`src/rtl/instr_enc_pkg.sv`:
```
// instr_enc_pkg: shared definitions for the instruction encoder.
//   - op_e         : abstract micro-op codes accepted on in_op (10..15 illegal)
//   - OPC_* / FN_* : MIPS opcode and funct fields, same values as the decoder
//   - NOP_WORD     : encoding of the no-op word
//   - ENC_BASE_ADDR: default byte address of the first emitted word
// Optional feature macro used by the encoder: ENC_DELAY_SLOT_EN.
package instr_enc_pkg;

  typedef enum logic [3:0] {
    OP_ADD = 4'd0,
    OP_SUB = 4'd1,
    OP_ORI = 4'd2,
    OP_LW  = 4'd3,
    OP_SW  = 4'd4,
    OP_BEQ = 4'd5,
    OP_LUI = 4'd6,
    OP_JAL = 4'd7,
    OP_JR  = 4'd8,
    OP_NOP = 4'd9
  } op_e;

  localparam logic [3:0]  OP_LAST = 4'd9;

  localparam logic [5:0]  OPC_RTYPE = 6'b000000;
  localparam logic [5:0]  OPC_ORI   = 6'b001101;
  localparam logic [5:0]  OPC_LW    = 6'b100011;
  localparam logic [5:0]  OPC_SW    = 6'b101011;
  localparam logic [5:0]  OPC_BEQ   = 6'b000100;
  localparam logic [5:0]  OPC_LUI   = 6'b001111;
  localparam logic [5:0]  OPC_JAL   = 6'b000011;

  localparam logic [5:0]  FN_ADD = 6'b100000;
  localparam logic [5:0]  FN_SUB = 6'b100010;
  localparam logic [5:0]  FN_JR  = 6'b001000;

  localparam logic [31:0] NOP_WORD      = 32'h0000_0000;
  localparam logic [31:0] ENC_BASE_ADDR = 32'h0000_3000;

  // Ops that are followed by a delay-slot NOP when that feature is built in.
  function automatic logic is_branch(input logic [3:0] op);
    return (op == OP_BEQ) || (op == OP_JAL) || (op == OP_JR);
  endfunction

endpackage

```
`src/rtl/enc_fifo.sv`:
```
// enc_fifo: DEPTH-entry FIFO of {addr,instr} words for the instruction encoder.
//   clk, reset (async, active high), clear (sync flush, priority over push/pop)
//   push/wdata   : write one entry
//   push2/wdata2 : with push, also write a second entry behind the first
//                  (used by the ENC_DELAY_SLOT_EN build for the delay-slot NOP)
//   pop          : remove head; ignored when empty
//   rdata        : head entry, or the last popped entry while empty
//   count        : number of stored entries
// The caller guarantees push/push2 only when enough entries are free.
module enc_fifo #(
  parameter int DEPTH = 4,
  parameter int W     = 64,
  localparam int AW   = $clog2(DEPTH),
  localparam int CW   = AW + 1
) (
  input  logic          clk,
  input  logic          reset,
  input  logic          clear,
  input  logic          push,
  input  logic          push2,
  input  logic [W-1:0]  wdata,
  input  logic [W-1:0]  wdata2,
  input  logic          pop,
  output logic [W-1:0]  rdata,
  output logic [CW-1:0] count
);

  logic [W-1:0]  mem [DEPTH];
  logic [AW-1:0] wr_ptr;
  logic [AW-1:0] rd_ptr;
  logic [CW-1:0] cnt;
  logic [W-1:0]  last;
  logic          do_pop;
  logic          do_push2;
  logic [1:0]    n_wr;

  assign do_pop   = pop && (cnt != '0);
  assign do_push2 = push && push2;
  assign n_wr     = {1'b0, push} + {1'b0, do_push2};

  always_ff @(posedge clk) begin
    if (!clear) begin
      if (push)     mem[wr_ptr] <= wdata;
      if (do_push2) mem[wr_ptr + AW'(1)] <= wdata2;
    end
  end

  always_ff @(posedge clk or posedge reset) begin
    if (reset) begin
      wr_ptr <= '0;
      rd_ptr <= '0;
      cnt    <= '0;
      last   <= '0;
    end else if (clear) begin
      wr_ptr <= '0;
      rd_ptr <= '0;
      cnt    <= '0;
    end else begin
      wr_ptr <= wr_ptr + AW'(n_wr);
      cnt    <= cnt + CW'(n_wr) - CW'(do_pop);
      if (do_pop) begin
        rd_ptr <= rd_ptr + AW'(1);
        last   <= mem[rd_ptr];
      end
    end
  end

  // Holding the last popped entry keeps the output stable while empty.
  assign rdata = (cnt != '0) ? mem[rd_ptr] : last;
  assign count = cnt;

endmodule

```
`src/rtl/instr_encoder.sv`:
```
// instr_encoder: turns abstract micro-op requests into 32-bit MIPS words,
// tags each with its byte address and buffers them in an output FIFO.
//   clk, reset (async, active high), clear (sync flush, err_cnt kept)
//   in_valid/in_ready, in_op, in_rs, in_rt, in_rd, in_imm : request side
//   out_valid/out_ready, out_instr, out_addr               : word side
//   err     : one-cycle pulse after an illegal op is consumed
//   err_cnt : saturating count of illegal ops
// Macro ENC_DELAY_SLOT_EN: when defined, BEQ/JAL/JR are followed by an
// automatically inserted NOP word at the next address.
module instr_encoder
  import instr_enc_pkg::*;
#(
  parameter int          DEPTH     = 4,
  parameter logic [31:0] BASE_ADDR = ENC_BASE_ADDR
) (
  input  logic        clk,
  input  logic        reset,
  input  logic        clear,
  input  logic        in_valid,
  output logic        in_ready,
  input  logic [3:0]  in_op,
  input  logic [4:0]  in_rs,
  input  logic [4:0]  in_rt,
  input  logic [4:0]  in_rd,
  input  logic [25:0] in_imm,
  output logic        out_valid,
  input  logic        out_ready,
  output logic [31:0] out_instr,
  output logic [31:0] out_addr,
  output logic        err,
  output logic [7:0]  err_cnt
);

  localparam int CW = $clog2(DEPTH) + 1;

  op_e           op;
  logic [31:0]   word;
  logic [31:0]   next_addr;
  logic [31:0]   addr_step;
  logic [CW-1:0] count;
  logic [CW-1:0] free;
  logic          legal;
  logic          accept;
  logic          push;
  logic          push2;
  logic [63:0]   wdata2;
  logic [63:0]   rdata;

  assign op    = op_e'(in_op);
  assign legal = (in_op <= OP_LAST);
  assign free  = CW'(DEPTH) - count;

`ifdef ENC_DELAY_SLOT_EN
  assign in_ready  = is_branch(in_op) ? (free >= CW'(2)) : (free != '0);
  assign push2     = push && is_branch(in_op);
  assign wdata2    = {next_addr + 32'd4, NOP_WORD};
  assign addr_step = push2 ? 32'd8 : 32'd4;
`else
  assign in_ready  = (free != '0);
  assign push2     = 1'b0;
  assign wdata2    = '0;
  assign addr_step = 32'd4;
`endif

  // A request seen during clear is dropped, including illegal ones.
  assign accept = in_valid && in_ready && !clear;
  assign push   = accept && legal;

  always_comb begin
    word = NOP_WORD;
    case (op)
      OP_ADD:  word = {OPC_RTYPE, in_rs, in_rt, in_rd, 5'b0, FN_ADD};
      OP_SUB:  word = {OPC_RTYPE, in_rs, in_rt, in_rd, 5'b0, FN_SUB};
      OP_ORI:  word = {OPC_ORI, in_rs, in_rt, in_imm[15:0]};
      OP_LW:   word = {OPC_LW, in_rs, in_rt, in_imm[15:0]};
      OP_SW:   word = {OPC_SW, in_rs, in_rt, in_imm[15:0]};
      OP_BEQ:  word = {OPC_BEQ, in_rs, in_rt, in_imm[15:0]};
      OP_LUI:  word = {OPC_LUI, 5'b0, in_rt, in_imm[15:0]};
      OP_JAL:  word = {OPC_JAL, in_imm};
      OP_JR:   word = {OPC_RTYPE, in_rs, 15'b0, FN_JR};
      default: word = NOP_WORD;
    endcase
  end

  always_ff @(posedge clk or posedge reset) begin
    if (reset) begin
      next_addr <= BASE_ADDR;
      err       <= 1'b0;
      err_cnt   <= '0;
    end else if (clear) begin
      next_addr <= BASE_ADDR;
      err       <= 1'b0;
    end else begin
      err <= accept && !legal;
      if (accept && !legal && (err_cnt != 8'hFF))
        err_cnt <= err_cnt + 8'd1;
      if (push)
        next_addr <= next_addr + addr_step;
    end
  end

  enc_fifo #(.DEPTH(DEPTH), .W(64)) u_fifo (
    .clk    (clk),
    .reset  (reset),
    .clear  (clear),
    .push   (push),
    .push2  (push2),
    .wdata  ({next_addr, word}),
    .wdata2 (wdata2),
    .pop    (out_ready),
    .rdata  (rdata),
    .count  (count)
  );

  assign out_valid = (count != '0);
  assign out_addr  = rdata[63:32];
  assign out_instr = rdata[31:0];

endmodule

```
`config.mk`:
```
export PLATFORM = sky130hd
export DESIGN_NAME = instr_encoder
export DESIGN_NICKNAME = d
export VERILOG_FILES = /design/src/rtl/instr_enc_pkg.sv /design/src/rtl/enc_fifo.sv /design/src/rtl/instr_encoder.sv
export SDC_FILE = /design/constraint.sdc
export NUM_CORES = 1
export LEC_CHECK = 0
export ABC_AREA = 0
export BUFFER_PORTS_ARGS = -buffer_cell sky130_fd_sc_hd__buf_2
export CAP_MARGIN = 20
export CORE_MARGIN = 3
export CORE_UTILIZATION = 30
export CTS_BUF_LIST = sky130_fd_sc_hd__clkbuf_8
export CTS_CLUSTER_SIZE = 14
export DETAILED_ROUTE_END_ITERATION = 7
export PLACE_DENSITY_LB_ADDON = 0.12
export SLEW_MARGIN = 5
export SYNTH_ARGS = -nofsm -noshare
export SYNTH_HDL_FRONTEND = slang
export SYNTH_HIERARCHICAL = 1
export SYNTH_SLANG_ARGS = --single-unit
```
`constraint.sdc`:
```
create_clock -name clk -period 5.4 [get_ports clk]
set_clock_uncertainty 0.1 [all_clocks]
set_input_delay 0.54 -clock clk [delete_from_list [all_inputs] [get_ports clk]]
set_output_delay 0.54 -clock clk [all_outputs]
set_load 0.005 [all_outputs]
```
==> parameters.txt, run 1 <==
Parameter                              Value

Drt
  Drt wl/cell    19.2 um
  Overall routed net length    46500 um
  Count of antenna-violating nets left after detailed routing    0
  First-pass detailed-route iteration total    5
  Count of vias placed by the detailed router    10782
  Number of violations reported at the end of detailed-routing iteration 0    485
  Detailed-route vias per instance    4.46
  Drt drc    0

Pwr
  Comb pwr share    27.9%
  Internal cell power    0.00624 W
  Leak Pwr    9.17 nW
  IR Drop Worst-Case VDD    0.000194 V
  Net Sw Frac    28.9%
  Sequential share of power    40.9%
  Switching Power    0.00254 W
  Pwr/cell area    392 nW/um^2
  Part of the total power dissipated in the clock network    31.1%

Clock tree
  Clock tree from TritonCTS    yes
  Clock Root Buffer    clkbuf_8
  Number of instances resized during post-cts repair    0
  Buffers inserted during post-CTS setup optimization    0
  Number of CTS-inserted buffers    73
  Clk Latency, worst-skew pair    0.62 ns
  Total number of H-tree levels    3
  Clock slew at reported path FFs    0.06 ns
  Clock sink total    366
  Hold-fix buffers at CTS    1
  Longest Clk Path Bufs    3

Floorplan
  Area enclosed by the die boundary    64800 um^2
  Cell Rows    90
  Die H    255 um
  Die Width    255 um
  Top-Level Pins    125
  Initial Util    30.5%
  Core outline area    60700 um^2

Cells and area
  Filler instances    5837
  Synthesis-to-finish area growth    21.0%
  Final instance count without filler cells    2420
  Total number of nets in the final design    1638
  Area of the multi-input gates    8700 um^2
  Flip-flop and latch area    10400 um^2
  Core Util, Final    36.9%
  Fraction of layout cells with a size suffix above 1    42.7%
  Count of inserted antenna diode cells    0

Yosys
  Share of the yosys chip area belonging to registers    56.3%
  Number of warning messages in the yosys log    6
  Dominant synthesized flop cell    edfxtp_1
  Number of synthesized register bits    366
  Synth unique cells    55
  EDFF count, synth    256
  Cells taking the most area after synthesis    edfxtp_1, mux2_2, dfrtp_1
  Async set or reset register ratio after synthesis    30.1%
  Gate Count Post-Synth    1155
  Fraction of post-synthesis cell area in the top cell type by area    41.5%
  Average footprint of a synthesized cell    16.0 um^2
  Summed instance area of the synthesized netlist    18500 um^2
  Cell type with the largest total area after synthesis    edfxtp_1

GRT
  Total routing usage reported by global routing    14.7%
  Largest net degree at the start of global routing    65
  Total gr overflow    0
  Via count of the first global-routing pass    11427
  Number of antenna violations at the first check in global routing    1
  Global-route wire length before repair    71500 um

Timing
  Peak clock frequency supported by timing    0.270 GHz
  Post-route minimum period    3.71 ns
  Final Worst Setup Slack    1.69 ns
  Setup repair after global routing missed its margin    no
  Setup TNS    0 ns
  Worst-Margin Slew    4.85 ns
  Relative slew slack    -224%
  Final setup violation count    0
  Number of slew-limit violations in the final report    260
  Final Hold Vio Count    0
  Final period utilization    68.7%

Placement
  Worst setup slack before clock tree synthesis    1.36 ns
  Number of buffers inserted by port buffering    124
  Weighted congestion at the end of routability-driven global placement    0.739
  Placed Instances    2285
  Detailed Place HPWL    27200 um

Critical path
  Launching element type of the critical path    flip-flop
  Arrival time worst endpoint    3.07 ns
  Crit path max fanout    39
  Buffers & Inverters on Critical Path    2
  Sequence of cells on the critical path    buf_12, mux4_2, mux2_2, buf_2
  Worst path max stage delay    1.03 ns
  Crit path required time    4.76 ns
  Kind of critical path    reg2out
  Top Family by Delay on Critical Path    flip-flops
  Sort of element at the end of the critical path    output port
  Cell with the largest stage delay on the worst path    dfrtp_4
  Internal reg-to-reg setup slack    1.79 ns

Outcome
  Failing checks    max-slew violations
  Status    complete, but fails checks

Worst hold path
  Class of the tightest hold or removal check    in2reg

Job
  Max cap viols    0
worst paths after layout:
check / start / endpoint / cells past startpoint
max reg2reg: u_fifo/count[1] / u_fifo/mem[3][43] / 9
min: out_ready / u_fifo/rd_ptr[1] / 4
max: u_fifo/rd_ptr[0] / out_addr[18] / 4
min reg2reg: err_cnt[5] / err_cnt[5] / 1
max in group asynchronous: reset / u_fifo/rd_ptr[0] / 5
min in group asynchronous: reset / u_fifo/last[43] / 3
power by group through the flow:
| stage | registers, W | logic (W) | clock network [W] |
|---|---|---|---|
| 2_1_floorplan | 0.00350 | 0.00173 | 0 |
| 3_3_place_gp | 0.00365 | 0.00250 | 0 |
| 3_5_place_dp | 0.00366 | 0.00251 | 0 |
| 4_1_cts | 0.00361 | 0.00253 | 0.00286 |
| 5_1_grt | 0.00366 | 0.00271 | 0.00299 |
| 6_report | 0.00360 | 0.00245 | 0.00273 |
cell usage in the layout, fill, tap and decap left out, types with 6 or more instances in the layout:
master and instances:
mux2_2 321, conb_1 275, edfxtp_1 256, buf_2 124
dfrtp_1 106, clkbuf_8 84, mux4_2 64, mux2_4 60
nor2_1 49, inv_1 42, nand2_1 34, xnor2_1 23
xor2_1 16, nand3_1 15, a21oi_1 13, buf_4 12
and2_1 11, clkinv_1 10, nor3_1 9, nor2b_1 8
o21ai_0 8, nand4_1 7, ha_1 7, buf_12 6
worst reg2reg max path, delay by kind of cell (launching register included):
family	cells	cell delay, ns
buf+inv	2	0.60
fa+ha+maj	1	0.23
compound gates	1	0.31
simple gates	5	1.57
flops	1	0.43
metal layers:
layer | part of all wire [%] | wire length, um | vias up | global-route usage, %
met2 | 49 | 22500 | 199 | 24.6
met3 | 3.8 | 1760 | 78 | 2.98
met5 | 0.028 | 13 | - | 0
met4 | 2.2 | 1020 | 2 | 4.01
met1 | 45 | 21100 | 5461 | 19.5
li1 | - | - | 5042 | -
registers in the layout, summed over array words and instances, names as in the netlist:
signal and cells:
err 1, err_cnt 8, next_addr 30, u_fifo/count 3, u_fifo/last 64, u_fifo/mem 256
u_fifo/rd_ptr 2, u_fifo/wr_ptr 2
cells in the mapped netlist (all sizes together), types with 11 or more instances:
master and instances:
xnor2 23, mux2 386, edfxtp 256, nor3 11
dfrtp 108, nand2 35, clkbuf 17, nand3 15
xor2 16, inv 11, and2 13, a21oi 13
nor2 51, mux4 64, buf 51
area by class of cell:
type,instances,area share (%)
Multi-Input combinational cell,984,38.8
Tap cell,782,4.36
Inverter,11,0.190
Timing Repair Buffer,144,3.80
Clock buffer,84,5.16
Sequential cell,366,46.6
Clock inverter,49,1.12
cell families after synthesis:
logic type / count (synthesis) / share of synthesized area [%]
xor gates and xnor gates: 39 / 1.84
and+or+nand+nor: 174 / 4.96
AOI/OAI and AO/OA: 33 / 1.09
muxes: 455 / 32.7
buffers and inverters: 79 / 2.46
DFF: 366 / 56.3
adders and majority gates: 8 / 0.581
other: 1 / 0.0202
stage by stage:
step                cell area, um^2  hold WS (ns)  total power, W
floorplan                     19600         0.375         0.00522
global placement              21000         0.383         0.00614
detailed placement            21000         0.384         0.00618
CTS                           22400         0.227         0.00900
global route                  22400         0.241         0.00936
finish                        22400         0.277         0.00878
No activity file was read; power rests on OpenSTA's default activity.
==> inputs of run 2 (changes only) <==
clock period = 3.8 ns   (was 5.4 ns; I/O delays follow)
==> parameters.txt, run 2 (same netlist as run 1, synthesis figures left out) <==
Parameter                              Value

Critical path
  Instance count on the critical path    4 (unchanged)
  Sequence of cells on the critical path    buf_4, mux4_2, mux2_2, buf_2 (was buf_12, mux4_2, mux2_2, buf_2)
  Worst reg2reg startpoint    u_fifo/count[1] (unchanged)
  Critical path launch point    u_fifo/rd_ptr[0] (unchanged)
  Cell with the largest stage delay on the worst path    dfrtp_4 (unchanged)
  Crit path required time    3.32 ns (was 4.76 ns)
  Launching element type of the critical path    flip-flop (unchanged)
  Crit path max fanout    22 (was 39)
  Sort of element at the end of the critical path    output port (unchanged)
  Arrival time worst endpoint    2.76 ns (was 3.07 ns)
  Internal reg-to-reg setup slack    0.64 ns (was 1.79 ns)
  Capture point of the worst reg-to-reg path    u_fifo/count[2] (was u_fifo/mem[3][43])
  Worst path max stage delay    0.75 ns (was 1.03 ns)
  Worst setup path end    out_instr[1] (was out_addr[18])
  Count of cells along the worst register-to-register path    12 (was 9)
  Top Family by Delay on Critical Path    multiplexers (was flip-flops)
  Kind of critical path    reg2out (unchanged)
  Buffers & Inverters on Critical Path    2 (unchanged)

Floorplan
  Core outline area    60700 um^2 (unchanged)
  Die H    255 um (unchanged)
  Initial Util    30.5% (unchanged)
  Top-Level Pins    125 (unchanged)
  Cell Rows    90 (unchanged)
  Area enclosed by the die boundary    64800 um^2 (unchanged)
  Die Width    255 um (unchanged)

Placement
  Number of buffers inserted by port buffering    124 (unchanged)
  Weighted congestion at the end of routability-driven global placement    0.710 (was 0.739)
  Placed Instances    2295 (was 2285)
  Detailed Place HPWL    27800 um (was 27200 um)

Cells and area
  Commonest cells after routing, fill and taps aside    mux2_2, conb_1, edfxtp_1, buf_2, dfrtp_1 (unchanged)
  Fraction of layout cells with a size suffix above 1    43.2% (was 42.7%)
  Total number of nets in the final design    1646 (was 1638)
  Most common cell after layout, fill and taps aside    mux2_2 (unchanged)
  Flip-flop and latch area    10400 um^2 (unchanged)
  Flip-flop count of the largest register after layout    256 (unchanged)
  Core Util, Final    37.1% (was 36.9%)
  Synthesis-to-finish area growth    21.4% (was 21.0%)
  Biggest registers after layout    u_fifo/mem x256, u_fifo/last x64, next_addr x30 (unchanged)
  Count of inserted antenna diode cells    0 (unchanged)
  Final instance count without filler cells    2428 (was 2420)
  Filler instances    5856 (was 5837)
  Most flops, register    u_fifo/mem (unchanged)
  Area of the multi-input gates    8700 um^2 (unchanged)

Clock tree
  Clock sink total    366 (unchanged)
  Number of instances resized during post-cts repair    0 (unchanged)
  Clock slew at reported path FFs    0.06 ns (about the same)
  Clock Root Buffer    clkbuf_8 (unchanged)
  Clock tree from TritonCTS    yes (unchanged)
  Longest Clk Path Bufs    3 (unchanged)
  Clk Latency, worst-skew pair    0.63 ns (was 0.62 ns)
  Number of CTS-inserted buffers    72 (was 73)
  Total number of H-tree levels    3 (unchanged)

Timing
  Final period utilization    85.3%
  Worst-Margin Slew    4.85 ns (about the same)
  Final Hold Vio Count    0 (unchanged)
  Final setup violation count    0 (unchanged)
  Number of slew-limit violations in the final report    260 (unchanged)
  Post-route minimum period    3.24 ns
  Setup repair after global routing missed its margin    no (unchanged)
  Relative slew slack    -224% (about the same)
  Peak clock frequency supported by timing    0.308 GHz
  Worst Hold Slack    0.145 ns (was 0.277 ns)

GRT
  Via count of the first global-routing pass    11343 (was 11427)
  Total gr overflow    0 (unchanged)
  Largest net degree at the start of global routing    65 (unchanged)
  Number of antenna violations at the first check in global routing    2 (was 1)
  Global-route wire length before repair    69800 um (was 71500 um)
  Total routing usage reported by global routing    14.3% (was 14.7%)

Drt
  Overall routed net length    45400 um (was 46500 um)
  Count of vias placed by the detailed router    10772 (was 10782)
  Drt drc    0 (unchanged)
  First-pass detailed-route iteration total    4 (was 5)
  Drt wl/cell    18.7 um (was 19.2 um)
  Detailed-route vias per instance    4.44 (was 4.46)
  Number of violations reported at the end of detailed-routing iteration 0    486 (was 485)
  Count of antenna-violating nets left after detailed routing    0 (unchanged)

Outcome
  Failing checks    max-slew violations (unchanged)
  Status    complete, but fails checks (unchanged)

Job
  Max cap viols    0 (unchanged)

Pwr
  Leak Pwr    9.20 nW (was 9.17 nW)
  IR Drop Worst-Case VDD    0.000229 V (was 0.000194 V)
  Pwr/cell area    549 nW/um^2 (was 392 nW/um^2)

Worst hold path
  Class of the tightest hold or removal check    in2reg (unchanged)
  Hold path startpoint    out_ready (unchanged)
-- run 2: cell types whose count changed in the layout (fill, tap and decap cells not counted), moves of 2 or more --
cell	before	now
clkinvlp_4	0	2
clkbuf_8	84	79
buf_12	6	11
inv_1	42	40
clkinv_2	4	10
buf_4	12	17
-- run 2: final cells by class --
class | instances | share of cell area [%]
Clock buffer | 79 | 4.83
Timing Repair Buffer | 153 | 4.35
Tap cell | 782 | 4.35
Inverter | 11 | 0.189
Multi-Input combinational cell | 984 | 38.6
Sequential cell | 366 | 46.4
Clock inverter | 53 | 1.22
-- run 2: per-layer routing --
layer | vias to the layer above | GRT usage [%] | routed length, um
met5 | - | 0 | 0
met4 | 0 | 4.54 | 839
met3 | 69 | 2.66 | 1820
met2 | 190 | 23.6 | 21700
met1 | 5465 | 19.3 | 21000
li1 | 5048 | - | -
-- run 2: how the worst min path moves through the flow --
| stage | cells after the start | end | slack, ns |
|---|---|---|---|
| 3_5_place_dp | 2 | u_fifo/last[44] | 0.36 |
| 5_1_grt | 3 | err | 0.15 |
| 6_report | 4 | u_fifo/rd_ptr[1] | 0.14 |
| 2_1_floorplan | 1 | u_fifo/last[22] | 0.37 |
| 4_1_cts | 4 | u_fifo/rd_ptr[1] | 0.07 |
| 3_3_place_gp | 2 | u_fifo/last[44] | 0.37 |
-- run 2: repair_timing --
item,CTS,global route
hold buffers,1,0
hold endpoints to repair,59,0
setup buffers,0,0
-- run 2: power by group --
| part | internal (W) | switching, W |
|---|---|---|
| registers | 0.00473 | 0.000309 |
| logic | 0.00199 | 0.00153 |
| clock network | 0.00205 | 0.00175 |
| total | 0.00877 | 0.00358 |
-- run 2: worst register-to-register path: cells and delay by family (launching register included) --
kind | cells | cell delay, ns
simple gates | 5 | 1.18
fa+ha+maj | 3 | 0.76
flops | 1 | 0.41
xor+xnor | 2 | 0.33
buf+inv | 2 | 0.24
-- run 2: per-stage QoR --
stage	TNS, ns	setup slack, ns	total power (W)	area, um^2
after floorplan	-39.58	-0.309	0.00742	19600
after global placement	0	0.658	0.00872	21100
after detailed placement	0	0.647	0.00875	21100
after CTS	0	0.404	0.0127	22500
after global routing	0	0.342	0.0132	22500
final	0	0.558	0.0124	22500
==> inputs of run 3 (changes only) <==
PLACE_DENSITY_LB_ADDON = 0.1   (was 0.12)
==> parameters.txt, run 3 (same netlist as run 1, synthesis figures left out) <==
Parameter                              Value

Outcome
  Status    complete, but fails checks (unchanged)
  Failing checks    max-slew violations (unchanged)

Cells and area
  Flip-flop count of the largest register after layout    256 (unchanged)
  Commonest cells after routing, fill and taps aside    mux2_2, conb_1, edfxtp_1, buf_2, dfrtp_1 (unchanged)
  Fraction of layout cells with a size suffix above 1    43.1% (was 43.2%)
  Biggest registers after layout    u_fifo/mem x256, u_fifo/last x64, next_addr x30 (unchanged)
  Final standard cell area without fillers    22500 um^2 (about the same)
  Most common cell after layout, fill and taps aside    mux2_2 (unchanged)
  Total number of nets in the final design    1652 (was 1646)
  Synthesis-to-finish area growth    21.6% (was 21.4%)
  Most flops, register    u_fifo/mem (unchanged)

Timing
  Worst-Margin Slew    4.94 ns (was 4.85 ns)
  Final setup violation count    0 (unchanged)
  Final period utilization    83.6% (was 85.3%)
  Relative slew slack    -230% (was -224%)
  Final Worst Setup Slack    0.622 ns (was 0.558 ns)
  Post-route minimum period    3.18 ns (was 3.24 ns)
  Peak clock frequency supported by timing    0.315 GHz (was 0.308 GHz)
  Final Hold Vio Count    0 (unchanged)
  Setup repair after global routing missed its margin    no (unchanged)
  Number of slew-limit violations in the final report    260 (unchanged)

Clock tree
  Hold-fix buffers at CTS    1 (unchanged)
  Buffers inserted during post-CTS setup optimization    0 (unchanged)
  Clk Latency, worst-skew pair    0.63 ns (about the same)
  Clock slew at reported path FFs    0.06 ns (about the same)
  Clock tree from TritonCTS    yes (unchanged)
  Clock Root Buffer    clkbuf_8 (unchanged)
  Number of instances resized during post-cts repair    0 (unchanged)
  Number of CTS-inserted buffers    72 (unchanged)
  Clock sink total    366 (unchanged)
  Longest Clk Path Bufs    3 (unchanged)
  Total number of H-tree levels    3 (unchanged)

Placement
  Detailed Place HPWL    28300 um (was 27800 um)
  Placed Instance Area    21200 um^2 (was 21100 um^2)
  Weighted congestion at the end of routability-driven global placement    0.717 (was 0.710)
  Number of buffers inserted by port buffering    124 (unchanged)
  Worst setup slack before clock tree synthesis    0.592 ns (was 0.647 ns)

Critical path
  Crit path required time    4.02 ns (was 3.32 ns)
  Arrival time worst endpoint    3.39 ns (was 2.76 ns)
  Crit path max fanout    25 (was 22)
  Worst path max stage delay    0.43 ns (was 0.75 ns)
  Sequence of cells on the critical path    nor2_1, ha_1, or3b_1, or2b_1, inv_1, nor2b_1, o21ai_0, nor2_4, buf_12 (was buf_4, mux4_2, mux2_2, buf_2)
  Kind of critical path    reg2reg (was reg2out)
  Top Family by Delay on Critical Path    simple AND/OR/NAND/NOR gates (was multiplexers)
  Cell with the largest stage delay on the worst path    dfrtp_1 (was dfrtp_4)
  Launching element type of the critical path    flip-flop (unchanged)
  Sort of element at the end of the critical path    flip-flop (was output port)
  Buffers & Inverters on Critical Path    2 (unchanged)

Floorplan
  Initial Util    30.5% (unchanged)
  Area enclosed by the die boundary    64800 um^2 (unchanged)
  Die Width    255 um (unchanged)
  Top-Level Pins    125 (unchanged)
  Cell Rows    90 (unchanged)
  Core outline area    60700 um^2 (unchanged)
  Die H    255 um (unchanged)

Drt
  Overall routed net length    46500 um (was 45400 um)
  Detailed-route vias per instance    4.42 (was 4.44)
  Drt drc    0 (unchanged)
  Number of violations reported at the end of detailed-routing iteration 0    379 (was 486)
  Count of vias placed by the detailed router    10769 (was 10772)
  First-pass detailed-route iteration total    5 (was 4)
  Drt wl/cell    19.1 um (was 18.7 um)
  Count of antenna-violating nets left after detailed routing    0 (unchanged)

Pwr
  Pwr/cell area    544 nW/um^2 (was 549 nW/um^2)
  IR Drop Worst-Case VDD    0.000368 V (was 0.000229 V)
  Leak Pwr    9.21 nW (was 9.20 nW)
  Total power    0.0123 W (was 0.0124 W)

GRT
  Via count of the first global-routing pass    11499 (was 11343)
  Total gr overflow    0 (unchanged)
  Global-route wire length before repair    71900 um (was 69800 um)
  Largest net degree at the start of global routing    65 (unchanged)
  Number of antenna violations at the first check in global routing    2 (unchanged)
  Total routing usage reported by global routing    14.8% (was 14.3%)

Job
  Max cap viols    0 (unchanged)

Worst hold path
  Class of the tightest hold or removal check    in2reg (unchanged)
run 3: worst paths after layout:
kind | from | endpoint | slack (ns) | cells past startpoint
min in group asynchronous | reset | u_fifo/last[44] | 0.24 | 3
min reg2reg | err_cnt[7] | err_cnt[7] | 0.39 | 1
max | u_fifo/count[0] | u_fifo/mem[3][51] | 0.62 | 9
max in group asynchronous | reset | next_addr[27] | 2.51 | 4
max reg2reg | u_fifo/count[0] | u_fifo/mem[3][51] | 0.62 | 9
min | out_ready | u_fifo/rd_ptr[1] | 0.1 | 4
run 3: cell type report:
class                      instances  area (um^2)
antenna                            1         2.50
inverter                          11         42.5
clock buffer                      80         1100
sequential                       366        10400
tap                              782          978
timing repair buffer             159         1060
multi-input combinational        984         8700
fill                            5837        38200
clock inverter                    51          208
run 3: per-layer routing:
layer  global-route usage (%)  share of wire, %  vias to the layer above
li1                         -                 -                     5061
met1                     19.7                47                     5462
met2                     24.5                48                      172
met3                     3.14               3.5                       72
met4                     4.10               2.0                        2
met5                        0             0.028                        -
run 3: worst register-to-register path: cells and delay by family (launching register included):
kind            cells  cell delay, ns
simple gates        5            1.40
buf+inv             2            0.39
flops               1            0.43
fa+ha+maj           1            0.22
compound gates      1            0.29
run 3: per-stage QoR:
stage               hold slack, ns  util [%]  std cells  TNS, ns
floorplan                    0.375         -       1429   -39.58
global placement             0.360      35.0       2301        0
detailed placement           0.365      35.0       2301        0
CTS                         0.0385      37.1       2433        0
global route                 0.107      37.1       2434        0
finish                      0.0958      37.1       2434        0
run 3: power by group:
part	internal (W)	switching, W	leakage, nW
combinational	0.00199	0.00163	4.65
clock	0.00192	0.00173	0.780
sequential	0.00473	0.000244	3.78
